==> src/rtl/maverick_issue_stage_pkg.sv <==
// Shared maverickOne definitions: register-file geometry plus the issue-stage packet and buffer state types.
package maverickOne_pkg;

   localparam int NUM_REGS        = 32;
   localparam int XLEN            = 32;
   localparam int AW              = $clog2(NUM_REGS);
   localparam int ISSUE_PAYLOAD_W = 32;

   typedef struct packed {
      logic [ISSUE_PAYLOAD_W-1:0] payload;
      logic [AW-1:0]              rd_addr;
      logic                       rd_we;
      logic [2:0][XLEN-1:0]       op_data;
   } issue_pkt_t;

   typedef enum logic {
      BUF_EMPTY = 1'b0,
      BUF_FULL  = 1'b1
   } buf_state_e;

endpackage

==> src/rtl/maverick_issue_stage_hazard_check.sv <==
// Per-source RAW / destination WAW hazard detection against regfile locks.
// Writeback forwarding is compiled in only when ISSUE_FWD_EN is defined.
module maverick_hazard_check
   import maverickOne_pkg::*;
(
   input  logic [2:0][AW-1:0] rs_addr,
   input  logic [2:0]         rs_use,
   input  logic [AW-1:0]      rd_addr,
   input  logic               rd_we,
   input  logic [NUM_REGS-1:0] locks,
   input  logic               wb_en,
   input  logic [AW-1:0]      wb_addr,
   output logic [2:0]         raw_hz,
   output logic               waw_hz,
   output logic [2:0]         fwd_sel
);

   logic rd_fwd;

   // x0 is never locked, so it can never be a hazard even if the regfile misreports it.
   always_comb begin
      raw_hz  = '0;
      fwd_sel = '0;
      rd_fwd  = 1'b0;
`ifdef ISSUE_FWD_EN
      rd_fwd = wb_en && (wb_addr == rd_addr) && (rd_addr != '0);
`endif
      for (int k = 0; k < 3; k++) begin
`ifdef ISSUE_FWD_EN
         fwd_sel[k] = rs_use[k] && wb_en && (wb_addr == rs_addr[k]) && (rs_addr[k] != '0);
`endif
         raw_hz[k] = rs_use[k] && (rs_addr[k] != '0) && locks[rs_addr[k]] && !fwd_sel[k];
      end
      waw_hz = rd_we && (rd_addr != '0) && locks[rd_addr] && !rd_fwd;
   end

`ifndef ISSUE_FWD_EN
   logic unused_wb;
   assign unused_wb = ^{wb_en, wb_addr};
`endif

endmodule

==> src/rtl/maverick_issue_stage.sv <==
// Issue stage ahead of maverickOne_regfile: hazard check, operand read, rd lock and a single-entry output buffer.
// Define ISSUE_FWD_EN to let a same-cycle writeback satisfy RAW/WAW hazards instead of stalling.
module maverick_issue_stage
   import maverickOne_pkg::*;
#(
   parameter int PAYLOAD_W   = ISSUE_PAYLOAD_W,
   parameter int STALL_CNT_W = 16
) (
   input  logic                   clk_i,
   input  logic                   arst_ni,
   input  logic                   instr_valid_i,
   output logic                   instr_ready_o,
   input  logic [PAYLOAD_W-1:0]   payload_i,
   input  logic [AW-1:0]          rd_addr_i,
   input  logic                   rd_we_i,
   input  logic [2:0][AW-1:0]     rs_addr_i,
   input  logic [2:0]             rs_use_i,
   input  logic [NUM_REGS-1:0]    locks_i,
   output logic [AW-1:0]          rs1_addr_o,
   output logic [AW-1:0]          rs2_addr_o,
   output logic [AW-1:0]          rs3_addr_o,
   input  logic [XLEN-1:0]        rs1_data_i,
   input  logic [XLEN-1:0]        rs2_data_i,
   input  logic [XLEN-1:0]        rs3_data_i,
   output logic                   wr_lock_en_o,
   output logic [AW-1:0]          wr_lock_addr_o,
   input  logic                   wb_en_i,
   input  logic [AW-1:0]          wb_addr_i,
   input  logic [XLEN-1:0]        wb_data_i,
   output logic                   issue_valid_o,
   input  logic                   issue_ready_i,
   output logic [PAYLOAD_W-1:0]   payload_o,
   output logic [AW-1:0]          rd_addr_o,
   output logic                   rd_we_o,
   output logic [2:0][XLEN-1:0]   op_data_o,
   output logic [STALL_CNT_W-1:0] stall_cnt_o
);

   buf_state_e           state_q, state_d;
   issue_pkt_t           pkt_q, pkt_d;
   logic [2:0]           raw_hz, fwd_sel;
   logic                 waw_hz, hazard, space, fire;
   logic [2:0][XLEN-1:0] rs_data;

   assign rs1_addr_o = rs_addr_i[0];
   assign rs2_addr_o = rs_addr_i[1];
   assign rs3_addr_o = rs_addr_i[2];
   assign rs_data    = {rs3_data_i, rs2_data_i, rs1_data_i};

   maverick_hazard_check u_hazard (
      .rs_addr (rs_addr_i),
      .rs_use  (rs_use_i),
      .rd_addr (rd_addr_i),
      .rd_we   (rd_we_i),
      .locks   (locks_i),
      .wb_en   (wb_en_i),
      .wb_addr (wb_addr_i),
      .raw_hz  (raw_hz),
      .waw_hz  (waw_hz),
      .fwd_sel (fwd_sel)
   );

   assign hazard         = (|raw_hz) || waw_hz;
   assign space          = (state_q == BUF_EMPTY) || issue_ready_i;
   assign instr_ready_o  = space && !hazard;
   assign fire           = instr_valid_i && instr_ready_o;
   // Same-cycle unlock of rd by writeback loses to this lock inside the regfile.
   assign wr_lock_en_o   = fire && rd_we_i && (rd_addr_i != '0);
   assign wr_lock_addr_o = rd_addr_i;

   // Payloads wider than the package packet field are truncated in the buffer.
   always_comb begin
      pkt_d         = '0;
      pkt_d.payload = ISSUE_PAYLOAD_W'(payload_i);
      pkt_d.rd_addr = rd_addr_i;
      pkt_d.rd_we   = rd_we_i;
      for (int k = 0; k < 3; k++) begin
         if (fwd_sel[k])
            pkt_d.op_data[k] = wb_data_i;
         else if (rs_use_i[k])
            pkt_d.op_data[k] = rs_data[k];
      end
   end

   always_comb begin
      state_d = state_q;
      case (state_q)
         BUF_EMPTY: if (fire) state_d = BUF_FULL;
         BUF_FULL:  if (issue_ready_i && !fire) state_d = BUF_EMPTY;
         default:   state_d = BUF_EMPTY;
      endcase
   end

   always_ff @(posedge clk_i or negedge arst_ni) begin
      if (!arst_ni) begin
         state_q     <= BUF_EMPTY;
         pkt_q       <= '0;
         stall_cnt_o <= '0;
      end else begin
         state_q <= state_d;
         if (fire)
            pkt_q <= pkt_d;
         if (instr_valid_i && hazard && (stall_cnt_o != '1))
            stall_cnt_o <= stall_cnt_o + 1'b1;
      end
   end

   assign issue_valid_o = (state_q == BUF_FULL);
   assign payload_o     = PAYLOAD_W'(pkt_q.payload);
   assign rd_addr_o     = pkt_q.rd_addr;
   assign rd_we_o       = pkt_q.rd_we;
   assign op_data_o     = pkt_q.op_data;

endmodule

==> config.mk <==
export PLATFORM = sky130hd
export DESIGN_NAME = maverick_issue_stage
export DESIGN_NICKNAME = d
export VERILOG_FILES = /design/src/rtl/maverick_issue_stage_pkg.sv /design/src/rtl/maverick_issue_stage_hazard_check.sv /design/src/rtl/maverick_issue_stage.sv
export SDC_FILE = /design/constraint.sdc
export NUM_CORES = 1
export LEC_CHECK = 0
export ABC_AREA = 1
export BUFFER_PORTS_ARGS = -buffer_cell sky130_fd_sc_hd__buf_2
export CORE_AREA = 2 2 157 159
export CTS_CLUSTER_SIZE = 28
export DETAILED_ROUTE_END_ITERATION = 6
export DIE_AREA = 0 0 159 161
export PLACE_DENSITY = 0.7
export SYNTH_ARGS = -nofsm -noshare
export SYNTH_HDL_FRONTEND = slang
export SYNTH_SLANG_ARGS = --single-unit
==> constraint.sdc <==
create_clock -name clk_i -period 3.3 [get_ports clk_i]
set_input_delay 0.66 -clock clk_i [delete_from_list [all_inputs] [get_ports clk_i]]
set_output_delay 0.66 -clock clk_i [all_outputs]
set_load 0.01 [all_outputs]
# After elaboration in Yosys (flattened, before gate mapping)
# Index checks and enable logic that the tools add are counted.
# Widths: inputs -> output; s select.
[classes]
addsub = 1
magnitude_cmp = 4
n_mux = 14
reduce_logical = 24
bitwise_logic = 1
n_eq_ne = 1
[op_table]
columns = ["op", "count"]
rows = [
  ["$mux 32", 3],
  ["$lt 5x6->1 const B", 4],
  ["$bmux 1 s5", 4],
  ["$reduce_bool 5->1", 4],
  ["$add 16x1->16 const B", 1],
  ["$ne 16x16->1 const B", 1],
  ["$logic_and 1x1->1", 15],
  ["$mux 1", 6],
  ["$reduce_or 3->1", 1],
  ["$logic_not 1->1", 2],
  ["$logic_or 1x1->1", 2],
  ["$pmux 1 s2", 1],
  ["$not 1->1", 1],
]
[totals]
ff_bits = 151
out_inout_bits = 173
elab_cells = 53
inputBits = 226

# Depth between registers and ports, before layout
# Gate-level depths: netlist of run 1.
[logic_depth]
depth_word = 12
ltp_mapped = 18
ltp_nobuf = 16

# Cells and area by module
# Synthesis of run 1 repeated with hierarchy kept, for this count alone.
[unflattened]
cells_unflattened = 1313
hier_area_um2 = 8954.8
[modules_own_cells]
columns = ["module", "area_per_inst_um2", "n_inst", "seq_area_each_um2", "cells_per_inst"]
rows = [
  ["maverick_issue_stage", 7462.2, 1, 3778.6, 1001],
  ["maverick_hazard_check", 1492.7, 1, 0.0, 312],
]

# Worst setup path before layout of run 1
# No wires, ideal clock.
[synth_timing]
kind = "input port to output port"
startpoint = "input port rs_addr_i[10] (netlist name)"
endpoint = "output port wr_lock_en_o"
t_required_ns = 2.640
cell_stages = 15
setup_slack_ns = 0.407
path_buffers = 4
t_arrival_ns = 2.233
cell_sequence = "buf_4 -> buf_2 -> nand2_1 -> nand3_1 -> nand3_1 -> nand2_1 -> nor2_1 -> nand2_1 -> nand3_1 -> nand2_1 -> nor2_4 -> nand3_1 -> buf_2 -> buf_2 -> nor2_1"
[synth_between]
elab_chain_len = 10
word_cells_on_any_way = 12
classes_between = "mux (2); reduce/logical (10)"
[synth_lines]
columns = ["item", "line", "source"]
rows = [
  ["start, declared", "maverick_issue_stage.sv:16", "input logic [2:0][AW-1:0] rs_addr_i,"],
  ["$bmux 1 s5 or $reduce_bool 5->1 (tied branches)", "maverick_issue_stage_hazard_check.sv:32", "raw_hz[k] = rs_use[k] && (rs_addr[k] != '0) && locks[rs_addr[k]] && !fwd_sel[k];"],
  ["$mux 1 (implied by the code) or $logic_and 1x1->1 (tied branches)", "maverick_issue_stage_hazard_check.sv:32", ""],
  ["$logic_and 1x1->1 *", "maverick_issue_stage_hazard_check.sv:32", ""],
  ["$reduce_or 3->1 *", "maverick_issue_stage.sv:63", "assign hazard = (|raw_hz) || waw_hz;"],
  ["$logic_or 1x1->1 *", "maverick_issue_stage.sv:63", ""],
  ["$logic_not 1->1 *", "maverick_issue_stage.sv:65", "assign instr_ready_o = space && !hazard;"],
  ["$logic_and 1x1->1 *", "maverick_issue_stage.sv:65", ""],
  ["$logic_and 1x1->1 *", "maverick_issue_stage.sv:66", "assign fire = instr_valid_i && instr_ready_o;"],
  ["$logic_and 1x1->1 * (2 in a row)", "maverick_issue_stage.sv:68", "assign wr_lock_en_o = fire && rd_we_i && (rd_addr_i != '0);"],
  ["end, declared", "maverick_issue_stage.sv:25", "output logic wr_lock_en_o,"],
]
# Every way passes the cells marked *; elsewhere a longest branch is shown, timed or not. The select of a mux whose other input is x is not followed.

# Final worst setup path of run 1
[layout_timing]
startpoint = "input port rd_addr_i[0]"
endpoint = "output port wr_lock_en_o"
[layout_between]
elab_chain_len = 9
word_cells_on_any_way = 11
classes_between = "mux (2); reduce/logical (9)"
[layout_lines]
columns = ["item", "line", "source"]
rows = [
  ["start, declared", "maverick_issue_stage.sv:14", "input logic [AW-1:0] rd_addr_i,"],
  ["$bmux 1 s5 or $reduce_bool 5->1 (tied branches)", "maverick_issue_stage_hazard_check.sv:34, maverick_issue_stage.sv:68", ""],
  ["$mux 1 (implied by the code) or $logic_and 1x1->1 (tied branches)", "maverick_issue_stage_hazard_check.sv:34", "waw_hz = rd_we && (rd_addr != '0) && locks[rd_addr] && !rd_fwd;"],
  ["$logic_and 1x1->1", "maverick_issue_stage_hazard_check.sv:34", ""],
  ["$logic_or 1x1->1", "maverick_issue_stage.sv:63", ""],
  ["$logic_not 1->1", "maverick_issue_stage.sv:65", ""],
  ["$logic_and 1x1->1", "maverick_issue_stage.sv:65", ""],
  ["$logic_and 1x1->1", "maverick_issue_stage.sv:66", ""],
  ["$logic_and 1x1->1", "maverick_issue_stage.sv:68", ""],
  ["$logic_and 1x1->1 *", "maverick_issue_stage.sv:68", ""],
]
# Marked as above.

==> impl_metrics.tcl, run 1 <==
set metrics [dict create \
    gp_congestion 0.957 \
    cts_made_buffers 17 \
    portBuffers 360 \
    p_sw_uw 2460 \
    setup_slack_ns 0.250 \
    setup_tns_ns 0 \
    fmax_mhz 328 \
    period_needed_ns 3.05 \
    holdCritPathClass "in -> async" \
    critPathSlowestCell "buf_2" \
    fin_crit_sh_pct 92.4 \
    drt-initial-drc-count 796 \
    drc_errors 0 \
    fin_area_sq_um 11300 \
    cp-end-kind "output port" \
    final_nets 1811 \
    ys_seq_area_share_pct 42.3 \
    power.share.sequential_pct 39.6 \
    slew_violations 0 \
    peakVddDrop_mv 0.319 \
    placed_cell_area_sq_um 10700 \
    fp.dieW_microns 159 \
    comb_power_share_pct 30.7 \
    avgSynthCellArea_sq_um 6.85 \
    drt_wl_total_microns 29700 \
    postCtsSetupRepairBufs 0 \
    critPathKind "in -> out" \
    crit_chain "buf_2, inv_2, nand2_1, nand2_1, a21oi_1, nand3_1, nand3_1, nand2_1, nand2_1, nand2_1, nor2_4, nand3_4, nor2_1, buf_2" \
    syn_area_sq_um 8920 \
    cp.arrival_ns 2.39 \
    p_per_area_nw_per_um2 579 \
    grt-ovfl-total 0 \
    leakagePower_uw 0.00709 \
    critPathLaunchType "primary input" \
    clkPwrFrac_pct 29.8 \
    hpwlAfterDp_microns 20600 \
    core-area_sq_um 24000 \
    p_int_uw 4100 \
    yosysUniqueCellTypes 26 \
    wl_per_cell_microns 15.5 \
    setup_viol 0 \
    clockBufferDepth 2 \
    dieHeight_microns 161 \
    antenna_left 0 \
    switching_share_pct 37.5 \
    start_util_pct 37.2 \
    cts_tree "yes" \
    fp-row-count 57 \
    synth_cells 1303 \
    rsz0062_at_grt "false" \
    cts_resized 0 \
    cp_common_cell "nand2_1" \
    fin_worst_skew_ns 0.0133 \
    grt_max_degree 136 \
    globalRouteTotalUtil_pct 22.8 \
    worst_pin_slew_ns 0.753 \
    ff2ff_setup_slack_ns 0.72 \
    worstPathRequired_ns 2.64 \
    power_uw 6560 \
    antenna_found_initial 3 \
    holdBufCountCts 0 \
    max_stage_delay_ns 0.31 \
    syn_to_final_growth_pct 26.9 \
    place_ws_ns 0.278 \
    cap_violations 0 \
    dieArea_sq_um 25600 \
    yosys_warnings 0 \
    synth_nets 1530 \
    h-tree-depth 4 \
    ioPinCount 399 \
    grt_pass1_vias 8878 \
    relSlewSlack_pct 49.8 \
    vias_per_cell 4.98 \
    final_core_util_pct 47.3 \
    cts.sinks 151 \
    cts-root-buf "clkbuf_16" \
    first_pass_iters 7 \
    outcome "finished, final reports clean" \
    ys_seq_elements 151 \
    num_vias 9590 \
    clk_latency_ns 0.42 \
    clk_pin_slew_worst_paths_ns 0.08 \
    hold_violations 0 \
    drive_gt1_share_pct 26.1 \
    crit_fanout 19 \
    grt_pass1_wl_microns 47300 \
]
-- Yosys cell counts, drive strengths merged --
master	number	share of area, %
or4	1	0.084
clkbuf	50	2.1
buf	62	4.5
nand4	152	11
a21boi	1	0.084
or2	1	0.070
dfrtp	151	42
nand2	564	24
nor3	5	0.28
nor4	3	0.21
xnor2	5	0.49
nand3	97	5.5
ha	1	0.14
inv	158	6.6
nor2	24	1.1
o211ai	4	0.34
a21oi	7	0.39
o21ai	8	0.45
xor2	9	0.88
-- worst paths after layout --
path	cells past startpoint	to	start
setup / recovery	14	wr_lock_en_o	rd_addr_i[0]
hold / removal	1	op_data_o[14]	arst_ni
setup reg to reg	8	stall_cnt_o[7]	stall_cnt_o[0]
hold reg to reg	2	op_data_o[89]	op_data_o[89]
max in group asynchronous	2	op_data_o[69]	arst_ni
min in group clk_i	2	op_data_o[89]	op_data_o[89]
-- kinds of logic after synthesis --
family                   count (synthesis)  share of synthesized area [%]
AND/OR/NAND/NOR                        847                           41.6
buffers and inverters                  270                           13.3
flip-flops                             151                           42.3
AO/OA/AOI/OAI                           20                           1.26
XOR/XNOR                                14                           1.37
adder cells (fa/ha/maj)                  1                          0.140
-- state kept, by name, summed over array words and instances (netlist names) --
name,count
op_data_o,96
rd_addr_o,5
payload_o,32
rd_we_o,1
stall_cnt_o,16
issue_valid_o,1
-- cells in the final DEF, fill, tap and decap left out, types with 3 or more instances in the layout --
cell type  instances
dfrtp_1          151
buf_2            358
inv_2              7
nand4_1          152
nor2_1            23
clkbuf_16         17
xnor2_1            5
clkinv_8           4
xor2_1             9
buf_12             4
buf_4             11
nor4_1             3
nor3_1             5
nand2_1          564
inv_1            150
o211ai_1           4
inv_8              3
nand3_1           95
a21oi_1            7
inv_6              4
o21ai_0            6
diode_2            3
-- area by class of cell --
type | count | area [sq um]
antenna | 3 | 7.51
clock inverter | 14 | 158
inverter | 158 | 596
sequential | 151 | 3780
multi-input combinational | 882 | 3970
clock buffer | 18 | 439
timing repair buffer | 374 | 1970
tap | 324 | 405
fill | 2483 | 12600
-- metal layers --
| metal | track usage (%) | share of wire (%) | vias up |
|---|---|---|---|
| met4 | 8.10 | 3.0 | 0 |
| met2 | 36.3 | 47 | 390 |
| met3 | 4.70 | 7.0 | 61 |
| li1 | - | - | 4696 |
| met1 | 30.9 | 43 | 4443 |
| met5 | 0 | 0 | - |
-- critical path, delay by kind of cell --
family,cells,cell delay (ns)
AOI/OAI and AO/OA,1,0.12
and+or+nand+nor,10,0.91
buffers and inverters,3,0.68
-- power by group through the flow --
stage | clock (uW) | combinational [uW] | sequential, uW
after floorplan | 0 | 847 | 2850
after global placement | 0 | 2000 | 2600
after detailed placement | 0 | 2030 | 2620
after CTS | 2010 | 2030 | 2600
after global routing | 2090 | 2220 | 2650
final | 1950 | 2010 | 2590
-- stage by stage --
step	std cells	hold WS, ns
after floorplan	1303	0.364
after global placement	1889	0.448
after detailed placement	1889	0.453
after CTS	1921	0.248
after global routing	1924	0.266
final	1924	0.230
Power figures use the tool's default switching activity.
==> run 2, diff against run 1 <==
--- a/config.mk
+++ b/config.mk
@@ -14,4 +14,5 @@
 export PLACE_DENSITY = 0.7
 export SYNTH_ARGS = -nofsm -noshare
 export SYNTH_HDL_FRONTEND = slang
+export SYNTH_HIERARCHICAL = 1
 export SYNTH_SLANG_ARGS = --single-unit
==> run 2 against run 1 <==
  * Clock power up 4%
  * Critical endpoint unchanged
  * The run now ends with design-rule violations left
  * Highest routed layer is now met5
  * Critical path type unchanged
  * Sequential power up 5%
  * Core utilization up 0.92 points
  * Register-to-register slack better by 0.82 ns
  * Via count up 2.1%
  * Global-route usage up 2.0 points
  * Die area unchanged
==> impl_metrics.tcl, run 2 <==
set metrics [dict create \
    outcome "finished with violations" \
    violations "design-rule violations" \
    switching_share_pct 36.6 \
    antenna_found_initial 4 \
    vias_per_cell 4.94 \
    grt-ovfl-total 0 \
    fin_worst_skew_ns 0.0152 \
    cts_made_buffers 17 \
    worstPathRequired_ns 2.64 \
    globalRouteTotalUtil_pct 24.8 \
    antenna_left 0 \
    gp_congestion 0.958 \
    clk_latency_ns 0.42 \
    synth_cells 1313 \
    clockBufferDepth 2 \
    setup_viol 0 \
    cts_tree "yes" \
    r2r_start "stall_cnt_o[0]" \
    endpoint "wr_lock_en_o" \
    start_util_pct 37.4 \
    worst_pin_slew_ns 0.660 \
    comb_power_share_pct 31.4 \
    portBuffers 392 \
    cap_violations 0 \
    yosysTopAreaCellShare_pct 42.2 \
    critPathKind "in -> out" \
    ff2ff_setup_slack_ns 1.54 \
    drt-initial-drc-count 690 \
    setup_tns_ns 0 \
    dieArea_sq_um 25600 \
    cp.arrival_ns 2.40 \
    holdCritPathClass "in -> async" \
    relSlewSlack_pct 56.0 \
    r2r_end "stall_cnt_o[5]" \
    ff_latch_area_sq_um 3780 \
    dieHeight_microns 161 \
    multi_input_area_sq_um 4260 \
    crit_fanout 9 \
    yosys_warnings 6 \
    cts.sinks 151 \
    synth_top_area_cell "dfrtp_1" \
    fin_crit_sh_pct 92.6 \
    final_common_cell "nand2_1" \
    wl_per_cell_microns 16.2 \
    avgSynthCellArea_sq_um 6.82 \
    peakVddDrop_mv 0.302 \
    fp-row-count 57 \
    cts-root-buf "clkbuf_16" \
    drive_gt1_share_pct 27.8 \
    core-area_sq_um 24000 \
    hpwlAfterDp_microns 22600 \
    reg2reg_depth 6 \
    whs_ns 0.186 \
    h-tree-depth 4 \
    clk_pin_slew_worst_paths_ns 0.07 \
    largest_register_ffs 96 \
    grt_max_degree 137 \
    ys_seq_elements 151 \
    final_nets 1871 \
    cts_resized 0 \
    synthFlopType "dfrtp_1" \
    power.share.sequential_pct 39.3 \
    rsz0062_at_grt "false" \
    synth-edff-count 0 \
    clkPwrFrac_pct 29.3 \
    ioPinCount 399 \
    fp.dieW_microns 159 \
    grt_pass1_vias 9132 \
    synthArstFlopShare_pct 100 \
    syn_to_final_growth_pct 28.9 \
    first_pass_iters 7 \
    p_sw_uw 2530 \
    critPathLaunchType "primary input" \
    hold_violations 0 \
    final_cell_mix "nand2_1 (577), buf_2 (387), nand3_1 (151), dfrtp_1 (151), o21ai_0 (114)" \
    p_per_area_nw_per_um2 599 \
    slew_violations 0 \
    syn_area_sq_um 8950 \
    period_needed_ns 3.06 \
    postCtsSetupRepairBufs 0 \
    yosysUniqueCellTypes 32 \
    yosys-top-cells-area "dfrtp_1 (42%), nand2_1 (24%), nand3_1 (8.4%), o21ai_0 (6.4%), inv_1 (3.4%)" \
    cp-end-kind "output port" \
    holdBufCountCts 0 \
    fmax_mhz 327 \
    nFillCells 2491 \
    yosysMostFrequentCell "nand2_1" \
    startpoint "rs_addr_i[11]" \
    drt_wl_total_microns 32200 \
    yosys-top-cells-count "nand2_1 (579), dfrtp_1 (151), nand3_1 (151)" \
    grt_pass1_wl_microns 50200 \
    drc_errors 3 \
    leakagePower_uw 0.00653 \
    num_vias 9793 \
    p_int_uw 4390 \
    ys_seq_area_share_pct 42.2 \
]
==> run 2: changes by cell type after synthesis, sizes merged, moves of 7 or more <==
| cell | change |
|---|---|
| a21oi | +11 |
| buf | +7 |
| clkbuf | -23 |
| inv | -66 |
| nand2 | +18 |
| nand3 | +55 |
| nand4 | -141 |
| nor2 | +24 |
| o211ai | +19 |
| o21ai | +115 |
| xor2 | -9 |
==> run 2: power by group through the flow <==
stage | combinational (uW) | clock, uW | sequential (uW)
floorplan | 873 | 0 | 2990
global placement | 2140 | 0 | 2720
detailed placement | 2170 | 0 | 2730
CTS | 2170 | 2080 | 2720
global route | 2400 | 2150 | 2800
finish | 2170 | 2030 | 2720
==> run 2: critical path, cell delays in order <==
cell	delay, ns
buf_2	0.16
inv_2	0.12
a21oi_1	0.12
o21ai_1	0.08
a21oi_2	0.16
nor2_1	0.06
nor2_1	0.09
nor2_1	0.11
nor2_1	0.15
nand2_2	0.10
nor2_4	0.12
nand2_4	0.08
inv_4	0.06
nand2_1	0.06
a21oi_1	0.12
buf_2	0.15
==> run 2: worst min-delay path by stage <==
stage / start / endpoint / cells after the start
after floorplan: arst_ni / issue_valid_o / 0
after global placement: payload_o[27] / payload_o[27] / 2
after detailed placement: op_data_o[68] / op_data_o[68] / 2
after CTS: arst_ni / op_data_o[27] / 1
after global routing: arst_ni / op_data_o[92] / 1
final: arst_ni / op_data_o[27] / 1
==> run 2: logic make-up (layout without fill, tap and decap cells) <==
family	Yosys count	count (layout)	synth area share [%]
and+or+nand+nor	800	800	36.5
buffers and inverters	188	529	10.6
AOI/OAI and AO/OA	169	169	10.3
DFF	151	151	42.2
xor gates and xnor gates	3	3	0.293
adders and majority gates	1	1	0.140
other	1	6	0.0419
==> run 2: layout make-up <==
type	count	share of cell area [%]
clock inverters	14	1.41
repair buffers	406	18.7
well taps	324	3.51
diodes	3	0.0650
clock buffers	17	3.68
multi-input cells	976	36.9
inverters	92	3.08
flip-flops and latches	151	32.7
==> run 2: stage by stage <==
stage                     std cells  util (%)  instance area, sq um  total power [uW]  setup slack [ns]
after floorplan                1315         -                  8960              3870             0.374
after global placement         1949      45.6                 10900              4870            0.0898
after detailed placement       1949      45.6                 10900              4910            0.0628
after CTS                      1980      48.0                 11500              6960            0.0514
after global routing           1982      48.2                 11500              7350           0.00276
final                          1983      48.2                 11500              6920             0.243
==> run 2: routing by layer <==
| metal | routed length, microns | vias to the layer above | track usage [%] |
|---|---|---|---|
| met5 | 11 | - | 0 |
| met4 | 1120 | 2 | 10.6 |
| met3 | 2680 | 71 | 5.37 |
| met2 | 14600 | 450 | 39.0 |
| met1 | 13800 | 4445 | 33.1 |
| li1 | - | 4825 | - |
==> run 3, diff against run 2 <==
--- a/config.mk
+++ b/config.mk
@@ -12,6 +12,7 @@
 export DETAILED_ROUTE_END_ITERATION = 6
 export DIE_AREA = 0 0 159 161
 export PLACE_DENSITY = 0.7
+export REMOVE_ABC_BUFFERS = 1
 export SYNTH_ARGS = -nofsm -noshare
 export SYNTH_HDL_FRONTEND = slang
 export SYNTH_HIERARCHICAL = 1
==> run 3 against run 2 <==
  * The flow now finishes without violations
  * Critical path type unchanged
  * Die area unchanged
  * Non-clock buffer count decreased by 3
  * Worst hold slack improved by 0.12 ns
  * Sequential power barely moved
  * Worst setup slack got worse by 0.022 ns
  * Sequential cell count unchanged
==> impl_metrics.tcl, run 3 (synthesis gave the netlist of run 2 again) <==
set metrics [dict create \
    place_inst 1946 \
    fp.dieW_microns 159 \
    final_common_cell "nand2_1" \
    relSlewSlack_pct 46.2 \
    gp_congestion 0.947 \
    p_int_uw 4480 \
    peakVddDrop_mv 0.301 \
    dieArea_sq_um 25600 \
    power_uw 6990 \
    setup_tns_ns 0 \
    switching_share_pct 36.0 \
    critPathKind "in -> out" \
    portBuffers 392 \
    drt-initial-drc-count 758 \
    startpoint "rd_addr_i[1]" \
    fin_crit_sh_pct 93.3 \
    final_nets 1868 \
    r2r_start "stall_cnt_o[0]" \
    cp-end-kind "output port" \
    cts_made_buffers 17 \
    grt_pass1_wl_microns 48200 \
    h-tree-depth 4 \
    hold_violations 0 \
    cp_top_family "simple AND/OR/NAND/NOR gates" \
    p_sw_uw 2520 \
    drive_gt1_share_pct 27.6 \
    critPathLaunchType "primary input" \
    dieHeight_microns 161 \
    holdCritPathClass "in -> async" \
    reg2reg_depth 6 \
    outcome "finished, final reports clean" \
    fmax_mhz 325 \
    cts-root-buf "clkbuf_16" \
    path_depth 16 \
    period_needed_ns 3.08 \
    endpoint "wr_lock_en_o" \
    crit_fanout 11 \
    first_pass_iters 6 \
    wl_per_cell_microns 15.5 \
    globalRouteTotalUtil_pct 23.6 \
    final_cell_mix "nand2_1 (577), buf_2 (387), nand3_1 (151), dfrtp_1 (151), o21ai_0 (114)" \
    cp.arrival_ns 2.42 \
    syn_to_final_growth_pct 28.8 \
    worstPathRequired_ns 2.64 \
    holdBufCountCts 0 \
    path_buf_inv 4 \
    start_util_pct 37.4 \
    clk_pin_slew_worst_paths_ns 0.07 \
    worst_pin_slew_ns 0.807 \
    grt_pass1_vias 8972 \
    clockBufferDepth 2 \
    antenna_found_initial 1 \
    antenna_left 0 \
    grt-ovfl-total 0 \
    fin_worst_skew_ns 0.00995 \
    p_per_area_nw_per_um2 606 \
    fp-row-count 57 \
    whs_ns 0.309 \
    setup_viol 0 \
    leakagePower_uw 0.00653 \
    cap_violations 0 \
    rsz0062_at_grt "false" \
    core-area_sq_um 24000 \
    r2r_end "stall_cnt_o[5]" \
    clk_latency_ns 0.42 \
    clkPwrFrac_pct 30.6 \
    largest_register_ffs 96 \
    comb_power_share_pct 30.6 \
    cts_tree "yes" \
    grt_max_degree 137 \
    slew_violations 0 \
    drc_errors 0 \
    drt_wl_total_microns 30700 \
    crit_chain "buf_2, inv_1, o211ai_1, nand2_1, nand2_1, nand3b_1, nor2_1, nor2_1, nor2_1, nand2_2, nor2_4, nand2_4, inv_4, nand2_1, a21oi_1, buf_2" \
    power.share.sequential_pct 38.8 \
    max_stage_delay_ns 0.23 \
    layout.cells.non_filler 1979 \
    cts.sinks 151 \
    ff2ff_setup_slack_ns 1.53 \
    hpwlAfterDp_microns 21200 \
    vias_per_cell 4.90 \
    critPathSlowestCell "buf_2" \
    num_vias 9702 \
    ioPinCount 399 \
]
[run 3: cell types whose count changed in the layout (fill, tap and decap cells not counted), moves of 2 or more]
cell,previous run,this run
clkinvlp_4,3,0
inv_8,3,5
clkinv_4,0,2
diode_2,3,1
inv_6,6,4
buf_12,5,3
[run 3: per-layer routing]
layer	vias to the layer above	global-route usage [%]	part of all wire, %
li1	4818	-	-
met1	4418	30.7	43
met2	425	39.2	47
met3	41	5.57	8.2
met4	0	7.23	1.9
met5	-	0	0
[run 3: through the flow]
stage | setup WS [ns] | cell area [sq um] | util, %
after floorplan | -2.94 | 8370 | -
after global routing | 0.00855 | 11500 | 48.1
after global placement | 0.0764 | 10900 | 45.4
after CTS | 0.0379 | 11500 | 48.0
final | 0.221 | 11500 | 48.1
after detailed placement | 0.0445 | 10900 | 45.4
[run 3: repair_timing]
action	4_1_cts	5_1_grt
hold endpoints to repair	0	0
setup endpoints to repair	0	1
resized for setup	0	12
setup buffers	0	0
[run 3: final cells by class]
type	count	area [sq um]
Sequential cell	151	3780
Fill cell	2456	12400
Tap cell	324	405
Multi-Input combinational cell	976	4250
Inverter	92	355
Antenna cell	1	2.50
Clock buffer	18	429
Clock inverter	14	204
Timing Repair Buffer	403	2110
[run 3: power by group through the flow]
| stage | logic, uW | registers [uW] | clock network [uW] |
|---|---|---|---|
| after floorplan | 767 | 2990 | 0 |
| after global placement | 2110 | 2720 | 0 |
| after detailed placement | 2140 | 2720 | 0 |
| after CTS | 2140 | 2710 | 2190 |
| after global routing | 2380 | 2790 | 2270 |
| final | 2140 | 2710 | 2140 |
[run 3: worst register-to-register path, stage by stage (launching register included)]
cell and delay, ns:
dfrtp_1 0.45, ha_1 0.26, nand3_1 0.18, inv_1 0.09
nand2_1 0.06, o21bai_2 0.45, o21ai_0 0.15
[run 3: worst min path at each step]
stage / from / to / cells after the start
after floorplan: arst_ni / issue_valid_o / 0
after global placement: payload_o[1] / payload_o[1] / 2
after detailed placement: op_data_o[62] / op_data_o[62] / 2
after CTS: arst_ni / payload_o[7] / 1
after global routing: arst_ni / payload_o[7] / 1
final: arst_ni / payload_o[7] / 1
